<file path="config.mk">
export PLATFORM = sky130hd
export DESIGN_NAME = control_seguimiento_param
export DESIGN_NICKNAME = d
export VERILOG_FILES = /design/src/rtl/control_seguimiento_pkg.sv /design/src/rtl/control_seguimiento_param_eje.sv /design/src/rtl/control_seguimiento_param.sv
export SDC_FILE = /design/constraint.sdc
export NUM_CORES = 1
export LEC_CHECK = 0
export CAP_MARGIN = 20
export CELL_PAD_IN_SITES_DETAIL_PLACEMENT = 0
export CELL_PAD_IN_SITES_GLOBAL_PLACEMENT = 1
export CORE_UTILIZATION = 35
export DETAILED_ROUTE_END_ITERATION = 16
export HOLD_SLACK_MARGIN = 0.05
export PLACE_DENSITY_LB_ADDON = 0.15
export SLEW_MARGIN = 20
export SYNTH_ARGS = -nofsm -noshare
export SYNTH_HDL_FRONTEND = slang
export SYNTH_HIERARCHICAL = 1
export SYNTH_SLANG_ARGS = --single-unit
</file>
<file path="constraint.sdc">
create_clock -name clk -period 5.3 [get_ports clk]
set_clock_uncertainty 0.1 [all_clocks]
set_input_delay 1.06 -clock clk [delete_from_list [all_inputs] [get_ports clk]]
set_output_delay 1.06 -clock clk [all_outputs]
set_load 0.02 [all_outputs]
</file>
<file path="src/rtl/control_seguimiento_pkg.sv">
// Shared codes for the two-axis tracker: motor commands, modes, FSM states, axis indices.
package control_seguimiento_pkg;
  localparam logic [1:0] MOV_STOP = 2'b00;
  localparam logic [1:0] MOV_CW   = 2'b01;
  localparam logic [1:0] MOV_CCW  = 2'b11;

  localparam logic [1:0] MODE_AUTO = 2'b00;
  localparam logic [1:0] MODE_MAN  = 2'b01;

  localparam logic [2:0] S_TETA  = 3'd0;
  localparam logic [2:0] S_SET_T = 3'd1;
  localparam logic [2:0] S_FI    = 3'd2;
  localparam logic [2:0] S_SET_F = 3'd3;
  localparam logic [2:0] S_MAN   = 3'd4;
  localparam logic [2:0] S_PARK  = 3'd5;
  localparam logic [2:0] S_FAULT = 3'd6;

  localparam int NUM_AX  = 2;
  localparam int AX_TETA = 0;
  localparam int AX_FI   = 1;
endpackage

</file>
<file path="src/rtl/control_seguimiento_param_eje.sv">
// Per-axis combinational decision: band check, direction request, soft-limit gating.
module eje_comparador
  import control_seguimiento_pkg::*;
#(
  parameter int          DATA_W   = 16,
  parameter int          DEADBAND = 5,
  parameter int          MAN_TOL  = 2,
  parameter int unsigned POS_MIN  = 0,
  parameter int unsigned POS_MAX  = 2**DATA_W-1
)(
  input  logic              manual,
  input  logic [DATA_W-1:0] r1,
  input  logic [DATA_W-1:0] r2,
  input  logic [DATA_W-1:0] tgt,
  input  logic [DATA_W-1:0] act,
  output logic [1:0]        req,
  output logic              blocked,
  output logic              done
);
  localparam logic [DATA_W-1:0] PMIN  = DATA_W'(POS_MIN);
  localparam logic [DATA_W-1:0] PMAX  = DATA_W'(POS_MAX);
  localparam logic [DATA_W:0]   DBAND = (DATA_W+1)'(DEADBAND);
  localparam logic [DATA_W:0]   MBAND = (DATA_W+1)'(MAN_TOL);

  logic [DATA_W-1:0] tgt_lo, tgt_c, a, b;
  logic [DATA_W:0]   mag, band;
  logic [1:0]        dir;

  // Clamp only exists when the limit is inside the representable range.
  if (POS_MIN > 0) begin : g_clo
    assign tgt_lo = (tgt < PMIN) ? PMIN : tgt;
  end else begin : g_nlo
    assign tgt_lo = tgt;
  end
  if (POS_MAX < 2**DATA_W-1) begin : g_chi
    assign tgt_c = (tgt_lo > PMAX) ? PMAX : tgt_lo;
  end else begin : g_nhi
    assign tgt_c = tgt_lo;
  end

  always_comb begin
    a       = manual ? tgt_c : r1;
    b       = manual ? act   : r2;
    band    = manual ? MBAND : DBAND;
    mag     = (a >= b) ? ({1'b0, a} - {1'b0, b}) : ({1'b0, b} - {1'b0, a});
    dir     = (mag <= band) ? MOV_STOP : ((a > b) ? MOV_CW : MOV_CCW);
    blocked = ((dir == MOV_CW) && (act >= PMAX)) || ((dir == MOV_CCW) && (act <= PMIN));
    req     = blocked ? MOV_STOP : dir;
    done    = (req == MOV_STOP);
  end
endmodule

</file>
<file path="src/rtl/control_seguimiento_param.sv">
// Two-axis sun tracker: auto mode alternates axes with settle/timeout, manual drives both.
module control_seguimiento_param
  import control_seguimiento_pkg::*;
#(
  parameter int          DATA_W      = 16,
  parameter int          DEADBAND    = 5,
  parameter int          MAN_TOL     = 2,
  parameter int unsigned POS_MIN     = 0,
  parameter int unsigned POS_MAX     = 2**DATA_W-1,
  parameter int unsigned SETTLE_CYC  = 1000,
  parameter int unsigned TIMEOUT_CYC = 10**6
)(
  input  logic              clk,
  input  logic              rst,
  input  logic [1:0]        s,
  input  logic [DATA_W-1:0] R_vertical_1,
  input  logic [DATA_W-1:0] R_vertical_2,
  input  logic [DATA_W-1:0] R_horizontal_1,
  input  logic [DATA_W-1:0] R_horizontal_2,
  input  logic [DATA_W-1:0] teta_manual,
  input  logic [DATA_W-1:0] fi_manual,
  input  logic [DATA_W-1:0] teta_actual,
  input  logic [DATA_W-1:0] fi_actual,
  output logic [1:0]        s_out_teta,
  output logic [1:0]        s_out_fi,
  output logic              busy,
  output logic              at_limit,
  output logic              fault
);
  localparam int unsigned   CNT_MAX = (SETTLE_CYC > TIMEOUT_CYC) ? SETTLE_CYC : TIMEOUT_CYC;
  localparam int            CW      = $clog2(CNT_MAX + 1);
  localparam logic [CW-1:0] TO_LAST = CW'(TIMEOUT_CYC - 1);
  localparam logic [CW-1:0] ST_LAST = CW'(SETTLE_CYC - 1);

  logic [NUM_AX-1:0][DATA_W-1:0] r1, r2, tgt, act;
  logic [NUM_AX-1:0][1:0]        req, cmd_d, cmd_g, cmd_q;
  logic [NUM_AX-1:0]             blocked, done;
  logic [2:0]                    st_d, st_q;
  logic [CW-1:0]                 cnt_d, cnt_q;
  logic                          manual, ax, lim_d, lim_q, fault_d, fault_q;

  assign r1     = {R_horizontal_1, R_vertical_1};
  assign r2     = {R_horizontal_2, R_vertical_2};
  assign tgt    = {fi_manual, teta_manual};
  assign act    = {fi_actual, teta_actual};
  assign manual = (s == MODE_MAN);

  for (genvar g = 0; g < NUM_AX; g++) begin : g_ax
    eje_comparador #(
      .DATA_W(DATA_W), .DEADBAND(DEADBAND), .MAN_TOL(MAN_TOL),
      .POS_MIN(POS_MIN), .POS_MAX(POS_MAX)
    ) u_eje (
      .manual(manual), .r1(r1[g]), .r2(r2[g]), .tgt(tgt[g]), .act(act[g]),
      .req(req[g]), .blocked(blocked[g]), .done(done[g])
    );
  end

  // Mode is decided first; any state change clears the shared timer.
  always_comb begin
    st_d    = st_q;
    cnt_d   = cnt_q;
    fault_d = fault_q;
    lim_d   = 1'b0;
    cmd_d   = '0;
    ax      = (st_q == S_FI);
    if (s[1]) begin
      st_d = S_PARK; cnt_d = '0; fault_d = 1'b0;
    end else if (manual) begin
      st_d = S_MAN; cnt_d = '0; fault_d = 1'b0;
      if (st_q == S_MAN) begin
        cmd_d = req;
        lim_d = |blocked;
      end
    end else begin
      case (st_q)
        S_TETA, S_FI: begin
          if (done[ax]) begin
            st_d  = ax ? S_SET_F : S_SET_T;
            cnt_d = '0;
            lim_d = blocked[ax];
          end else if (cnt_q >= TO_LAST) begin
            st_d = S_FAULT; cnt_d = '0; fault_d = 1'b1;
          end else begin
            cmd_d[ax] = req[ax];
            cnt_d     = cnt_q + 1'b1;
          end
        end
        S_SET_T, S_SET_F: begin
          if (cnt_q >= ST_LAST) begin
            st_d  = (st_q == S_SET_T) ? S_FI : S_TETA;
            cnt_d = '0;
          end else begin
            cnt_d = cnt_q + 1'b1;
          end
        end
        S_FAULT: fault_d = 1'b1;
        default: begin st_d = S_TETA; cnt_d = '0; end
      endcase
    end
  end

  // A direct cw<->ccw swap is replaced by one stop cycle.
  always_comb begin
    cmd_g = cmd_d;
    for (int i = 0; i < NUM_AX; i++)
      if (cmd_q[i][0] && cmd_d[i][0] && (cmd_q[i][1] != cmd_d[i][1])) cmd_g[i] = MOV_STOP;
  end

  always_ff @(posedge clk or posedge rst) begin
    if (rst) begin
      st_q    <= S_TETA;
      cnt_q   <= '0;
      cmd_q   <= '0;
      lim_q   <= 1'b0;
      fault_q <= 1'b0;
    end else begin
      st_q    <= st_d;
      cnt_q   <= cnt_d;
      cmd_q   <= cmd_g;
      lim_q   <= lim_d;
      fault_q <= fault_d;
    end
  end

  assign s_out_teta = cmd_q[AX_TETA];
  assign s_out_fi   = cmd_q[AX_FI];
  assign busy       = (cmd_q[AX_TETA] != MOV_STOP) || (cmd_q[AX_FI] != MOV_STOP);
  assign at_limit   = lim_q;
  assign fault      = fault_q;
endmodule
</file>
## After elaboration in Yosys (flattened, before gate mapping)

Index checks and enable logic that the tools add are counted.

- Register bits after elaboration: 29
- Bits of input ports: 132

- Add/subtract/negate cells: 5
- $lt $le $gt $ge: 14
- Equal/unequal tests: 17
- Muxes and demuxes: 53
- Bitwise gates (word level): 1
- Reductions and logical operators: 23

Operator list:

| cell | count |
|---|---|
| 20-bit 2-to-1 mux | 5 |
| 16-bit by 16-bit subtractor with 17-bit output | 4 |
| 16-bit 2-to-1 mux | 4 |
| 20-bit case mux with 3 select lines | 1 |
| 17-bit <= comparator | 2 |
| 17-bit 2-to-1 mux | 2 |
| 16-bit >= comparator | 2 |
| 16-bit >= comparator (second input constant) | 2 |
| 16-bit greater-than comparator | 2 |
| 16-bit by 1-bit <= comparator with 1-bit output (second input constant) | 2 |
| 2-bit 2-to-1 mux | 13 |
| 4-bit 2-to-1 mux | 6 |
| 20-bit by 1-bit adder with 20-bit output (second input constant) | 1 |
| 20-bit by 10-bit >= comparator with 1-bit output (second input constant) | 1 |
| 20-bit >= comparator (second input constant) | 1 |
| 3-bit 2-to-1 mux | 6 |
| 1-bit 2-to-1 mux | 13 |
| 4-bit by 3-bit inequality test with 1-bit output (second input constant) | 3 |
| 1-bit logical AND | 9 |
| 3-bit case mux with 3 select lines | 1 |
| 2-bit by 1-bit == test with 1-bit output (second input constant) | 3 |
| 3-bit by 2-bit == test with 1-bit output (second input constant) | 2 |
| 3-bit == test (second input constant) | 2 |
| 3-bit AND reduction | 2 |
| 16 further kinds | 24 |

## Logic depth before layout (Yosys ltp)

Gate-level depths: netlist (run 1).

- Depth after elaboration: 21
- Depth in mapped cells: 28

## By module

Netlist (run 1), hierarchy kept.

By module, submodules not included:

| module | instances | cells each | area an instance (um2) | seq. area each (um2) |
|---|---|---|---|---|
| eje_comparador | 2 | 340 | 2426.1 | 0.0 |
| control_seguimiento_param | 1 | 223 | 1986.9 | 725.7 |

## Worst setup path after synthesis (run 1)

Ideal clock, no wire load.

- Path type: in2reg
- From: input port s[0]
- To: register cnt_q[3]
- Library setup time: 0.121 ns
- Arrival: 6.249 ns
- Setup slack: -1.170 ns
- Stages: 26
- Buffers on the path: 5
- Path through: nor2b_1 -> clkbuf_1 -> clkbuf_1 -> mux2i_1 -> inv_1 -> ha_1 -> buf_4 -> a21oi_2 -> a32oi_1 -> a211o_1 -> a21oi_1 -> buf_2 -> mux2i_1 -> xnor2_1 -> ha_1 -> a21oi_1 -> a31oi_1 -> a211oi_1 -> a31o_1 -> mux2i_2 -> nand3b_1 -> o211a_4 -> a21oi_4 -> buf_6 -> a21o_1 -> a22o_1

- Longest elaborated chain between the ends: 17
- Elaborated cells between the ends (all ways): 43

Ends and longest elaborated chain:

| what | line | source |
|---|---|---|
| start, declared | control_seguimiento_param.sv:15 | `input logic [1:0] s,` |
| 2-bit by 1-bit == test with 1-bit output (*) | control_seguimiento_param.sv:46 | `assign manual = (s == MODE_MAN);` |
| 16-bit 2-to-1 mux, on equally long branches | control_seguimiento_param_eje.sv:43, control_seguimiento_param_eje.sv:42 |  |
| 16-bit by 16-bit subtractor with 17-bit output or 16-bit >= comparator (tied branches) | control_seguimiento_param_eje.sv:45 | `mag = (a >= b) ? ({1'b0, a} - {1'b0, b}) : ({1'b0, b} - {1'b0, a});` |
| 17-bit 2-to-1 mux | control_seguimiento_param_eje.sv:45 |  |
| 17-bit <= comparator | control_seguimiento_param_eje.sv:46 | `dir = (mag <= band) ? MOV_STOP : ((a > b) ? MOV_CW : MOV_CCW);` |
| 2-bit 2-to-1 mux (*) | control_seguimiento_param_eje.sv:46 |  |
| 2-bit by 1-bit == test with 1-bit output or 2-bit == test (tied branches) | control_seguimiento_param_eje.sv:47 | `blocked = ((dir == MOV_CW) && (act >= PMAX)) \|\| ((dir == MOV_CCW) && (act <= PMIN));` |
| 1-bit logical AND | control_seguimiento_param_eje.sv:47 |  |
| 1-bit logical OR | control_seguimiento_param_eje.sv:47 |  |
| 2-bit 2-to-1 mux (*) | control_seguimiento_param_eje.sv:48 | `req = blocked ? MOV_STOP : dir;` |
| 2-bit zero test (*) | control_seguimiento_param_eje.sv:49 | `done = (req == MOV_STOP);` |
| net done[0] | control_seguimiento_param.sv:37 | `logic [NUM_AX-1:0] blocked, done;` |
| 1-bit 2-to-1 mux (not written as such) (*) (2 in a row) | control_seguimiento_param.sv:77 | `if (done[ax]) begin` |
| 20-bit 2-to-1 mux (*) | control_seguimiento_param.sv:77 |  |
| 20-bit case mux with 3 select lines (*) | control_seguimiento_param.sv:75 | `case (st_q)` |
| 20-bit 2-to-1 mux (*) | control_seguimiento_param.sv:68 | `end else if (manual) begin` |
| 20-bit 2-to-1 mux (*) | control_seguimiento_param.sv:66 | `if (s[1]) begin` |
| end signal, assigned | control_seguimiento_param.sv:118 | `cnt_q <= cnt_d;` |
| end, declared | control_seguimiento_param.sv:39 | `logic [CW-1:0] cnt_d, cnt_q;` |

The timed path passes the listed nets; every way through them passes the cells marked *. The select of a mux whose other input is x is not followed.
A chain may end at the register's enable or synchronous reset.

## Worst setup path in the final report (run 1)

- From: input port s[1]
- To: register cnt_q[10]

- Longest elaborated chain between the ends: 17
- Elaborated cells between the ends (all ways): 43

Ends and longest elaborated chain:

| what | line | source |
|---|---|---|
| 2-bit by 1-bit == test with 1-bit output (*) | control_seguimiento_param.sv:46 |  |
| net manual | control_seguimiento_param.sv:40 | `logic manual, ax, lim_d, lim_q, fault_d, fault_q;` |
| 16-bit 2-to-1 mux, on equally long branches | control_seguimiento_param_eje.sv:43, control_seguimiento_param_eje.sv:42 |  |
| 16-bit by 16-bit subtractor with 17-bit output or 16-bit >= comparator (tied branches) | control_seguimiento_param_eje.sv:45 |  |
| 17-bit 2-to-1 mux | control_seguimiento_param_eje.sv:45 |  |
| 17-bit <= comparator | control_seguimiento_param_eje.sv:46 |  |
| 2-bit 2-to-1 mux (*) | control_seguimiento_param_eje.sv:46 |  |
| 2-bit by 1-bit == test with 1-bit output or 2-bit == test (tied branches) | control_seguimiento_param_eje.sv:47 |  |
| (+2 left out) | - |  |
| 2-bit 2-to-1 mux (*) | control_seguimiento_param_eje.sv:48 |  |
| 2-bit zero test (*) | control_seguimiento_param_eje.sv:49 |  |
| net done[1] | control_seguimiento_param.sv:37 |  |
| 1-bit 2-to-1 mux (not written as such) (*) (2 in a row) | control_seguimiento_param.sv:77 |  |
| 20-bit 2-to-1 mux (*) | control_seguimiento_param.sv:77 |  |
| 20-bit case mux with 3 select lines (*) | control_seguimiento_param.sv:75 |  |
| 20-bit 2-to-1 mux (*) | control_seguimiento_param.sv:68 |  |
| 20-bit 2-to-1 mux (*) | control_seguimiento_param.sv:66 |  |

Marks and branches as above.

==> impl.org, run 1 <==
** Clock network
- TritonCTS clock tree :: built
- Clock insertion delay at the later pin of the skew report :: 0.28 ns
- Master cell of the clock root buffer :: sky130_fd_sc_hd__clkbuf_16
- The number of clock buffers added by TritonCTS is 5.
- No sink is reached through more buffers than the 2 on the longest clock path.
- Number of H-tree branching levels :: 2
- TritonCTS sink count :: 29
- After clock tree synthesis, the clock-pin slew on the worst setup and hold paths is 0.05 ns.
- The number of hold buffers added after CTS was 0.

** Critical path
- Most numerous cell on the critical path :: sky130_fd_sc_hd__buf_12
- STA puts the critical path data required time at 5.36 ns.
- Highest net fanout along the worst path :: 10
- Crit Path Class :: primary input to register
- Endpoint of the worst-slack reg-to-reg timing path :: cnt_q[18]
- Largest incremental delay on the critical path :: 0.52 ns
- Measured in cells, the most critical reg-to-reg path has a length of 7.
- Crit path arrival time :: 5.72 ns
- Number of buffers and inverters on the critical path :: 7
- Worst reg2reg setup slack :: 2.96 ns
- The worst setup path is launched from a primary input.
- In this design, the largest share of critical-path delay is due to compound AO/OA/AOI/OAI gates.
- CP endpoint kind :: register
- The startpoint identified for the worst register-to-register timing path is cnt_q[0].
- The slowest stage of the critical path belongs to the cell sky130_fd_sc_hd__or4_4.
- The critical path goes through buf_6 -> nor2b_4 -> buf_12 -> buf_12 -> mux2i_2 -> inv_1 -> ha_4 -> nand4_4 -> or2_4 -> o41ai_4 -> buf_4 -> a21o_1 -> buf_4 -> mux2i_1 -> or4_4 -> a211oi_2 -> a31o_1 -> mux2i_4 -> nand3b_1 -> o211a_4 -> a21oi_4 -> buf_12 -> a21o_1 -> a22o_1.

** Global route
- Overall fraction of global-route tracks in use :: 24.83%
- The first global-routing pass estimated 40030 µm of wire.
- In the global route stage, met2 resource usage came out at 44.23%.
- Total overflow reported by the global router :: 0
- The number of antenna violations at the first check in global routing came to 0.
- In the global route stage, met3 resource usage came out at 2.295%.
- For met1 alone, demand over resource in global routing was 32.73%.
- Vias in the first global route :: 7920
- The layer flagged by global routing as most heavily used is met2.
- Entering global routing, the biggest net connects 30 pins.

** Job
- Number of maximum-capacitance constraint violations :: 0

** Placed design
- In this run the tool buffered the top-level ports with 138 buffer cells.
- The HPWL after detailed placement is 20370 µm.
- After detailed placement, the design holds a cell count of 1521.
- RD Place Congestion :: 0.8940

** Synth
- Syn Nets :: 1110
- Warnings from Yosys :: 6
- Adder-cell share of the synthesized area :: 14.16%
- Cell count after synthesis :: 903
- Summed over its instances, the top area cell type makes up 12.99% of the synthesized netlist area.
- Fraction of the mapped netlist area in compound gates :: 28.70%
- Ranked by total cell area, the synthesized netlist is headed by sky130_fd_sc_hd__ha_1 (13%), sky130_fd_sc_hd__mux2i_1 (11%), sky130_fd_sc_hd__dfrtp_1 (11%).
- By area, the combinational part of the netlist is dominated by compound AO/OA/AOI/OAI gates.
- Avg Cell Area, Syn :: 7.574 µm²
- Simple-gate area share of the yosys netlist :: 23.18%
- Distinct cells, synth :: 82
- In the synthesized netlist the async set-or-reset flop fraction comes to 100.0%.
- Summing the areas of all xor and xnor instances in the mapped netlist gives 2.305% of the synthesized area.
- Count of flip-flops with a built-in enable after synthesis :: 0
- Cell taking the most area after synthesis :: sky130_fd_sc_hd__ha_1
- The mapped netlist covers 6839 µm².
- The most used flip-flop cell after synthesis is sky130_fd_sc_hd__dfrtp_1.
- Part of the Yosys area used for sequential elements :: 10.61%
- Multiplexer share of the synthesized area :: 12.11%
- Synthesis inferred 29 register bits.

** Layout
- The repair_antennas step left the layout with diodes totalling 0.
- Share of layout cells above drive strength 1 :: 36.52%
- The layout has 1746 filler cells.
- From synthesis to final layout, the design area changed by 72.96%.
- Fin cells :: 1558
- Number of nets in the final layout :: 1504

** Worst hold path
- In this run the worst hold path is classified as register to register.
- The worst hold path passes through 2 cells.
- Capture endpoint of the worst hold path :: fault
- Min-delay src :: fault

** Drt
- Vias per cell :: 5.279
- The final route contains 8225 vias.
- Wire length per cell :: 16.44 µm
- The pre-antenna-repair detailed-routing pass consisted of 9 iterations.
- DRC violation count after routing :: 0
- Summed over all layers, the routed wires come to 25620 µm.
- The detail route stage leaves a number of antenna-violating nets equal to 0.
- Number of DRC markers after the initial detailed-route iteration :: 457

** STA
- The final critical path takes up 106.8% of the cycle.
- Setup TNS after final layout :: -6.799 ns
- At the pin with the least slew margin, the transition time is 0.5942 ns.
- The count of final hold-check violations was 0.
- Once routing completed, OpenROAD measured the worst setup slack at -0.3599 ns.
- Final count of negative-setup-slack endpoints :: 25
- Derived from the worst setup path, the maximum achievable clock frequency is 0.1767 GHz.
- For the finished layout, the period the worst path requires is 5.660 ns.
- The final number of max-transition violations is 0.
- Setup repair after global routing could not meet its margin everywhere.
- The worst pin sits at a relative slew slack of 60.02%.

** Run status
- Failing checks :: negative setup slack
- Outcome :: finished, violations left

** Die
- After floorplanning, the core was divided into 50 placement rows.
- 139 I/O pins were placed.
- The floorplan step defined a core boundary enclosing 18960 µm².
- Die Y-Extent :: 141.8 µm
- The die is 141.8 µm wide.
- Starting density of the core :: 36.08%
- Die area :: 20100 µm²

** Power
- IR analysis of the VDD net gives a maximum drop of 0.1153 mV.
- Overall power after layout :: 2.072 mW
- Reported leakage power :: 5.209 nW
- Power per unit of standard cell area :: 175.2 nW/µm²
cell families (layout without fill, tap and decap cells):
kind of cell	count (synthesis)	in the layout
flops	29	29
simple gates	287	287
xor+xnor	18	18
mux	81	81
compound gates	273	273
buf+inv	140	535
fa+ha+maj	75	75
stage by stage:
| stage | hold slack [ns] | cell area (µm²) | setup slack, ns | util, % |
|---|---|---|---|---|
| 3_5_place_dp | 0.4024 | 10460 | -1.186 | 55.17 |
| 2_1_floorplan | 0.3748 | 7086 | -0.3410 | - |
| 3_3_place_gp | 0.3867 | 10460 | -1.023 | 55.17 |
| 4_1_cts | 0.4162 | 11270 | -0.3335 | 59.45 |
| 6_report | 0.4246 | 11830 | -0.3599 | 62.40 |
| 5_1_grt | 0.4504 | 11830 | -0.5822 | 62.40 |
cell type report:
class | count | area (µm²) | share of cell area (%)
multi-input cells | 734 | 6490 | 54.87
repair buffers | 435 | 3770 | 31.87
flip-flops and latches | 29 | 725.7 | 6.135
inverters | 92 | 345.3 | 2.919
well taps | 260 | 325.3 | 2.750
clock buffers | 7 | 142.6 | 1.206
clock inverters | 1 | 30.03 | 0.2539
worst max-delay path by stage:
stage	startpoint	to	slack [ns]	depth (start not counted)
4_1_cts	s[1]	cnt_q[12]	-0.33	26
2_1_floorplan	s[0]	cnt_q[15]	-0.34	27
3_5_place_dp	s[0]	cnt_q[10]	-1.19	27
5_1_grt	s[0]	cnt_q[3]	-0.58	25
6_report	s[1]	cnt_q[10]	-0.36	24
3_3_place_gp	s[0]	cnt_q[3]	-1.02	25
per-layer routing:
metal  vias up  share of wire (%)
met2       192                 49
met3        17                3.8
met1      3884                 46
met4         0                1.1
met5         -                  0
li1       4132                  -
sequential cells by signal, summed over array words and instances, names as in the netlist:
register / count
s_out_teta: 2
st_q: 3
at_limit: 1
cnt_q: 20
fault: 1
s_out_fi: 2
worst min-delay path: stages, from the launching register on:
cell	delay (ns)
sky130_fd_sc_hd__dfrtp_1	0.38
sky130_fd_sc_hd__inv_1	0.05
sky130_fd_sc_hd__a21oi_1	0.05
cell usage in the layout, fill, tap and decap left out, drive strengths merged, types with 6 or more instances in the layout:
cell / instances
clkbuf: 8
nand2b: 8
nor3b: 9
nor2b: 6
and2: 6
ha: 71
nor4: 18
or2: 8
a211oi: 16
a21o: 34
a22o: 6
mux2i: 76
o21ai: 49
xnor2: 12
clkdlybuf4s50: 136
inv: 92
nand3: 31
xor2: 6
dfrtp: 29
a31oi: 11
buf: 298
nand3b: 14
nor3: 11
nor2: 38
a21boi: 7
nand4: 29
o211ai: 8
and3: 10
a21oi: 77
o31ai: 6
nand2: 82
where the power goes:
part / total (mW) / internal (mW) / leakage, nW / switching, mW
clock network: 0.338 / 0.235 / 0.0841 / 0.103
logic: 1.50 / 0.799 / 4.73 / 0.704
registers: 0.231 / 0.224 / 0.397 / 0.00672
cell usage after synthesis (all sizes together), types with 5 or more instances:
| master | number |
|---|---|
| inv | 92 |
| nand2 | 82 |
| a21oi | 77 |
| mux2i | 76 |
| ha | 71 |
| o21ai | 49 |
| nor2 | 38 |
| a21o | 34 |
| nand3 | 31 |
| dfrtp | 29 |
| nand4 | 29 |
| buf | 25 |
| clkbuf | 23 |
| nor4 | 18 |
| a211oi | 16 |
| nand3b | 14 |
| xnor2 | 12 |
| a31oi | 11 |
| nor3 | 11 |
| and3 | 10 |
| nor3b | 9 |
| nand2b | 8 |
| o211ai | 8 |
| or2 | 8 |
| a21boi | 7 |
| a22o | 6 |
| and2 | 6 |
| nor2b | 6 |
| o31ai | 6 |
| xor2 | 6 |
| a31o | 5 |
| a41oi | 5 |
| and4 | 5 |
| mux2 | 5 |
repair_timing:
item,4_1_cts,5_1_grt
pin swaps,19,48
cloned,2,1
setup endpoints to repair,29,29
resized for setup,99,95
setup buffers,17,13
Power figures use the tool's default switching activity.
==> run 2: changes to the inputs <==
- clock period: 5.3 -> 6.7 ns (I/O delays scaled with it)
==> impl.org, run 2 (same netlist as run 1, synthesis figures left out) <==
** Clock network
- Clock tree synthesis inserted a total of 5 buffers.
- Buffers inserted to repair hold after CTS numbered 0.
- Clock-pin slew was measured on the worst setup and hold paths at 0.05 ns.
- The clock passes through at most 2 buffers.
- The clock reaches the later pin of the worst-skew pair after 0.27 ns.
- Number of H-tree branching levels :: 2
- Counting every sink on the clock net gives 29.
- TritonCTS clock tree :: built
- Master cell of the clock root buffer :: sky130_fd_sc_hd__clkbuf_16

** Layout
- Fin cells :: 1385
- Number of nets in the final layout :: 1331
- From synthesis to final layout, the design area changed by 40.49%.
- Cells fill 50.69% of the core in the end.
- The top cell types in the final layout, fill and taps aside, are sky130_fd_sc_hd__clkdlybuf4s50_1 (138), sky130_fd_sc_hd__buf_4 (118), sky130_fd_sc_hd__inv_1 (92).
- Registers with the most flip-flops :: cnt_q x20, st_q x3
- In the final layout, the share of cells above drive strength 1 is 17.69%.
- Flip-flop count of the largest register after layout :: 20
- After routing the design area is 9608 µm².
- Most common library cell in the layout ignoring fill and taps :: sky130_fd_sc_hd__clkdlybuf4s50_1
- More flip-flops sit in one register than any other, and that register is cnt_q.
- Antenna cells :: 0

** Drt
- DRC violation count after routing :: 0
- Vias per cell :: 5.367
- Final routed wirelength across all metal layers :: 23140 µm
- Via Count :: 7433
- The pre-antenna-repair detailed-routing pass consisted of 5 iterations.
- Once detail routing completed, the nets flagged for antenna violations numbered 0.
- Wire length per cell :: 16.71 µm
- For this block, the initial DRC count from the detailed router was 440.

** STA
- The count of final hold-check violations came to 0.
- Across all hold checks on the routed design, the worst slack comes to 0.4295 ns.
- Slack of the critical path :: 0.2842 ns
- After layout, the worst path uses 95.76% of the clock period.
- Setup TNS after final layout :: 0 ns
- Based on the critical path, the design can be clocked at up to 0.1559 GHz.
- Max Slew Vio Count :: 0
- For the pin with the worst max-slew slack, the measured transition is 0.7302 ns.
- Max-Slew Margin vs Limit :: 50.87%
- Clock period minus worst slack :: 6.416 ns
- Final count of negative-setup-slack endpoints :: 0

** Critical path
- The worst setup path is launched from a primary input.
- CP endpoint kind :: register
- Data on the critical path is required at its endpoint by 6.76 ns.
- Highest net fanout along the worst path :: 13
- Start point of the critical path :: s[0]
- Crit Path Class :: primary input to register
- Crit path arrival time :: 6.48 ns
- The worst register-to-register path begins at cnt_q[0].

** Die
- In this run the horizontal extent of the chip is 141.8 µm.
- The initial utilization of the core area, before any placement, comes to 36.08%.
- After floorplanning, the core was sized to cover 18960 µm².
- Die area :: 20100 µm²
- The die is 141.8 µm tall.
- The initialized floorplan defines 50 standard-cell rows.
- 139 I/O pins were placed.

** Global route
- The number of antenna violations at the first check in global routing is 1.
- Entering global routing, the biggest net connects 30 pins.
- After global routing the overflow that remains totals 0.
- Vias in the first global route :: 6951
- Overall fraction of global-route tracks in use :: 22.23%
- Wire length of the first global-routing pass :: 36230 µm

** Placed design
- During placement, the flow inserted port buffers numbering 138.
- Worst Setup Slack post-DPL :: -0.1573 ns
- After detailed placement, the total cell area comes to 9224 µm².
- Once placement completed, the tool counted placed cells totaling 1371.
- RD Place Congestion :: 0.8754
- Once detailed placement completed, the half-perimeter wirelength came to 18950 µm.

** Power
- Combinational cells account for 67.4% of the total power.
- Internal power :: 0.8064 mW
- Across the VDD grid, the largest voltage drop is 0.1112 mV.
- Net switching is 40.76% of the power.
- Power per unit of standard cell area :: 141.7 nW/µm²
- The clock network burns 19.2% of the power.
- Summed over all nets, the switching power comes to 0.5549 mW.
- Power comes to 1.361 mW.
- Sequential cells account for 13.4% of the total power.
- Reported leakage power :: 4.295 nW

** Worst hold path
- The path class of the tightest hold or removal check is register to register.
- The worst hold path begins at cnt_q[19].

** Run status
- The flow ran to the end, and the final reports show no timing, DRC or antenna violations.

** Job
- Max-cap violations in this run came to 0.
[run 2: cell types whose count changed in the layout (fill, tap and decap cells not counted), sizes merged]
cell	previous run	this run
clkdlybuf4s50	136	138
buf	298	122
clkbuf	8	9
[run 2: worst paths after layout]
| path | cells past startpoint | slack [ns] | end |
|---|---|---|---|
| min | 1 | 0.43 | cnt_q[19] |
| max | 24 | 0.28 | cnt_q[14] |
| max reg2reg | 8 | 4.43 | cnt_q[14] |
| min in group asynchronous | 3 | 1.34 | cnt_q[4] |
| min reg2reg | 1 | 0.43 | cnt_q[19] |
| max in group asynchronous | 3 | 4.87 | cnt_q[6] |
[run 2: area by class of cell]
type	instances	area (µm²)
Multi-Input combinational cell	734	5642
Sequential cell	29	725.7
Timing Repair Buffer	262	2397
Clock buffer	7	142.6
Clock inverter	1	30.03
Tap cell	260	325.3
Inverter	92	345.3
Fill cell	1851	9348
[run 2: routing by layer]
layer / global-route usage (%) / part of all wire, %
met3: 2.767 / 6.2
met1: 32.98 / 50
met4: 2.264 / 0.48
met5: 0 / 0
met2: 35.11 / 43
[run 2: power groups by stage]
stage / combinational (mW) / clock, mW / sequential, mW
finish: 0.918 / 0.261 / 0.182
global route: 1.00 / 0.275 / 0.183
CTS: 0.880 / 0.268 / 0.182
detailed placement: 0.875 / 0 / 0.185
global placement: 0.876 / 0 / 0.185
floorplan: 0.527 / 0 / 0.184
[run 2: timing repair]
item | in CTS | in global routing
gates resized for setup | 0 | 31
setup buffers | 0 | 4
endpoints found under the setup margin | 0 | 25
[run 2: worst max-delay path, cell delays in order]
cell	delay [ns]
sky130_fd_sc_hd__clkdlybuf4s50_1	0.49
sky130_fd_sc_hd__nor2b_4	0.15
sky130_fd_sc_hd__buf_4	0.13
sky130_fd_sc_hd__buf_4	0.14
sky130_fd_sc_hd__clkbuf_16	0.21
sky130_fd_sc_hd__mux2i_2	0.25
sky130_fd_sc_hd__inv_1	0.06
sky130_fd_sc_hd__ha_1	0.34
sky130_fd_sc_hd__nand2_1	0.09
sky130_fd_sc_hd__or2_4	0.28
sky130_fd_sc_hd__o41ai_4	0.37
sky130_fd_sc_hd__a21oi_1	0.08
sky130_fd_sc_hd__buf_4	0.17
sky130_fd_sc_hd__mux2_4	0.30
sky130_fd_sc_hd__or4_4	0.50
sky130_fd_sc_hd__a211oi_4	0.30
sky130_fd_sc_hd__a31o_1	0.26
sky130_fd_sc_hd__mux2i_4	0.10
sky130_fd_sc_hd__nand3b_1	0.12
sky130_fd_sc_hd__o211a_4	0.19
sky130_fd_sc_hd__a21oi_4	0.06
sky130_fd_sc_hd__buf_4	0.17
sky130_fd_sc_hd__a21o_1	0.15
sky130_fd_sc_hd__a22o_1	0.22
==> run 3: changes to the inputs <==
- SETUP_SLACK_MARGIN: unset -> 0.4
==> impl.org, run 3 (same netlist as run 1, synthesis figures left out) <==
** Die
- Horiz. Die Dim :: 141.8 µm
- Placement Rows :: 50
- The initial utilization of the core area, before any placement, comes to 36.08%.
- The die is 141.8 µm tall.
- Std-Cell Core Area :: 18960 µm²
- The die covers 20100 µm².
- Number of top-level design ports :: 139

** Drt
- Met3 wire len :: 786 µm
- Met2 routed wirelength :: 12360 µm
- The first detailed-routing pass ran for 5 iterations.
- Wire length per cell :: 17.05 µm
- Number of DRC markers after the initial detailed-route iteration :: 413
- After detailed routing, no signal wire sits above met4.
- DRC violation count after routing :: 0
- The routed layout has 7834 vias.
- Vias per cell :: 5.410
- For this block, the routed nets add up to 24690 µm of wire.
- Wire length on met1 :: 10930 µm
- ANT nets after route :: 0

** Run status
- Outcome :: finished clean

** Clock network
- Clock tree synthesis inserted a total of 5 buffers.
- After clock tree synthesis, the clock-pin slew on the worst setup and hold paths is 0.05 ns.
- TritonCTS clock tree :: built
- The clock drives 29 sinks.
- Maximum buffer depth of the clock tree :: 2
- Clock insertion delay at the later pin of the skew report :: 0.28 ns
- In this run the number of H-tree levels came out at 2.
- Master cell of the clock root buffer :: sky130_fd_sc_hd__clkbuf_16
- Cts-stage hold buffer count :: 0

** Placed design
- Counting tap cells, the placed design contains a total of 1400 instances.
- The congestion estimate from routability-driven global placement came to 0.8652.
- Number of buffers added on ports :: 138
- Detailed placer's ending HPWL :: 18660 µm

** Global route
- Entering global routing, the biggest net connects 30 pins.
- In the global route stage, overall resource usage came out at 23.90%.
- The number of antenna violations at the first check in global routing is 0.
- After global routing the overflow that remains totals 0.
- Vias in the first global route :: 7664
- The first global-routing pass estimated 38430 µm of wire.

** STA
- Setup repair after global routing could not meet its margin everywhere.
- Final Hold Viols :: 0
- In this run the tightest slew margin relative to its limit is 57.42%.
- Setup total negative slack on the finished layout was measured at 0 ns.
- Worst-margin pin slew :: 0.6329 ns
- Max Slew Vio Count :: 0
- Final count of negative-setup-slack endpoints :: 0
- Based on the critical path, the design can be clocked at up to 0.1611 GHz.
- Clock period minus worst slack :: 6.208 ns
- Fin crit share :: 92.65%

** Layout
- The library cells used most frequently in the layout, excluding fill and tap cells, are sky130_fd_sc_hd__buf_4 (168), sky130_fd_sc_hd__clkdlybuf4s50_1 (136), sky130_fd_sc_hd__inv_1 (87).
- Fin cells :: 1448
- Share of layout cells above drive strength 1 :: 29.71%
- The area growth from synthesis to layout is 61.07%.
- Number of nets in the final layout :: 1394
- Registers with the most flip-flops :: cnt_q x20, st_q x3
- Leaving out fill and tap cells, the most frequent cell in the layout is sky130_fd_sc_hd__buf_4.
- The register with the most flip-flops in the layout has 20 of them.
- Antenna cells :: 0
- The register with the most flip-flops in the final layout is cnt_q.

** Critical path
- Startpoint of the lowest-slack register-to-register path :: cnt_q[0]
- Crit Path Class :: primary input to register
- Data arrives at the worst endpoint at 6.27 ns.
- Count of cells along the worst register-to-register path :: 7
- In this run the critical register-to-register path is captured at cnt_q[18].
- The worst setup path is launched from a primary input.
- Along the worst path, the maximum fanout reaches 9.
- Start point of the critical path :: s[0]
- Data on the critical path is required at its endpoint by 6.76 ns.
- Worst reg2reg setup slack :: 4.42 ns
- CP endpoint kind :: register

** Power
- The analysis attributes to cell leakage a power of 4.702 nW.
- Total power for the finished layout comes to 1.506 mW.
- The internal power of the cells totals 0.8797 mW.
- Clock network fraction of design power :: 14.3%
- Sequential cells burn 12.1% of the power.
- Power per unit of standard cell area :: 136.7 nW/µm²
- Net switching power figure :: 0.6261 mW
- Power share of the combinational group :: 73.6%
- Maximum resistive drop on vdd :: 0.08425 mV
- Net switching share of the total power :: 41.58%

** Worst hold path
- Capture endpoint of the worst hold path :: cnt_q[19]
- In this run the most critical hold path is launched from cnt_q[19].
- Counting instances, the worst hold path has a depth of 1.
- In this run the worst hold path is classified as register to register.

** Job
- Number of maximum-capacitance constraint violations :: 0
==> run 3: area by class of cell <==
type | instances | area (µm²)
fillers | 1737 | 7940
flip-flops and latches | 29 | 725.7
inverters | 92 | 345.3
clock inverters | 2 | 10.01
repair buffers | 325 | 3047
multi-input cells | 734 | 6434
well taps | 260 | 325.3
clock buffers | 6 | 128.9
==> run 3: per-stage QoR <==
step	hold slack, ns	area, µm²	worst slack, ns	util (%)
floorplan	0.3748	6872	0.4489	-
global placement	0.4019	9452	-0.2180	49.86
detailed placement	0.3982	9452	-0.2542	49.86
CTS	0.4084	10510	0.4728	55.45
global route	0.4438	11020	0.3239	58.11
finish	0.4060	11020	0.4922	58.11
==> run 3: worst max-delay path by stage <==
stage / to / slack, ns
3_3_place_gp: cnt_q[12] / -0.22
2_1_floorplan: cnt_q[15] / 0.45
4_1_cts: cnt_q[16] / 0.47
5_1_grt: cnt_q[15] / 0.32
6_report: cnt_q[14] / 0.49
3_5_place_dp: cnt_q[14] / -0.25
==> run 3: power groups by stage <==
stage | Sequential, mW | Clock [mW] | Combinational, mW
finish | 0.182 | 0.215 | 1.11
global route | 0.183 | 0.227 | 1.20
CTS | 0.182 | 0.216 | 1.03
detailed placement | 0.185 | 0 | 0.902
global placement | 0.185 | 0 | 0.904
floorplan | 0.184 | 0 | 0.531
==> run 3: critical path, cell delays in order <==
cell and delay [ns]:
sky130_fd_sc_hd__dlygate4sd2_1 0.21, sky130_fd_sc_hd__nor2b_4 0.16, sky130_fd_sc_hd__buf_12 0.17, sky130_fd_sc_hd__buf_12 0.13, sky130_fd_sc_hd__buf_16 0.15, sky130_fd_sc_hd__mux2i_4 0.23
sky130_fd_sc_hd__inv_1 0.09, sky130_fd_sc_hd__ha_4 0.28, sky130_fd_sc_hd__buf_6 0.14, sky130_fd_sc_hd__nand3_4 0.11, sky130_fd_sc_hd__o41ai_4 0.39, sky130_fd_sc_hd__a21oi_2 0.07
sky130_fd_sc_hd__buf_4 0.14, sky130_fd_sc_hd__buf_4 0.12, sky130_fd_sc_hd__buf_4 0.14, sky130_fd_sc_hd__mux2_4 0.31, sky130_fd_sc_hd__or4_4 0.50, sky130_fd_sc_hd__a211oi_4 0.28
sky130_fd_sc_hd__a31o_1 0.26, sky130_fd_sc_hd__mux2i_4 0.10, sky130_fd_sc_hd__nand3b_1 0.13, sky130_fd_sc_hd__o211a_4 0.20, sky130_fd_sc_hd__a21oi_4 0.07, sky130_fd_sc_hd__buf_12 0.15
sky130_fd_sc_hd__a21o_1 0.15, sky130_fd_sc_hd__a22o_1 0.22
==> run 3: routing by layer <==
metal / vias to the layer above / GRT usage, %
met5: - / 0
met1: 3705 / 30.26
li1: 3914 / -
met2: 179 / 43.84
met4: 0 / 5.263
met3: 36 / 1.890
==> run 3: what timing repair did <==
| action | CTS | global route |
|---|---|---|
| setup buffers | 22 | 11 |
| setup endpoints to repair | 25 | 25 |
| pin swaps | 27 | 24 |
| cloned | 6 | 1 |
| resized for setup | 112 | 68 |
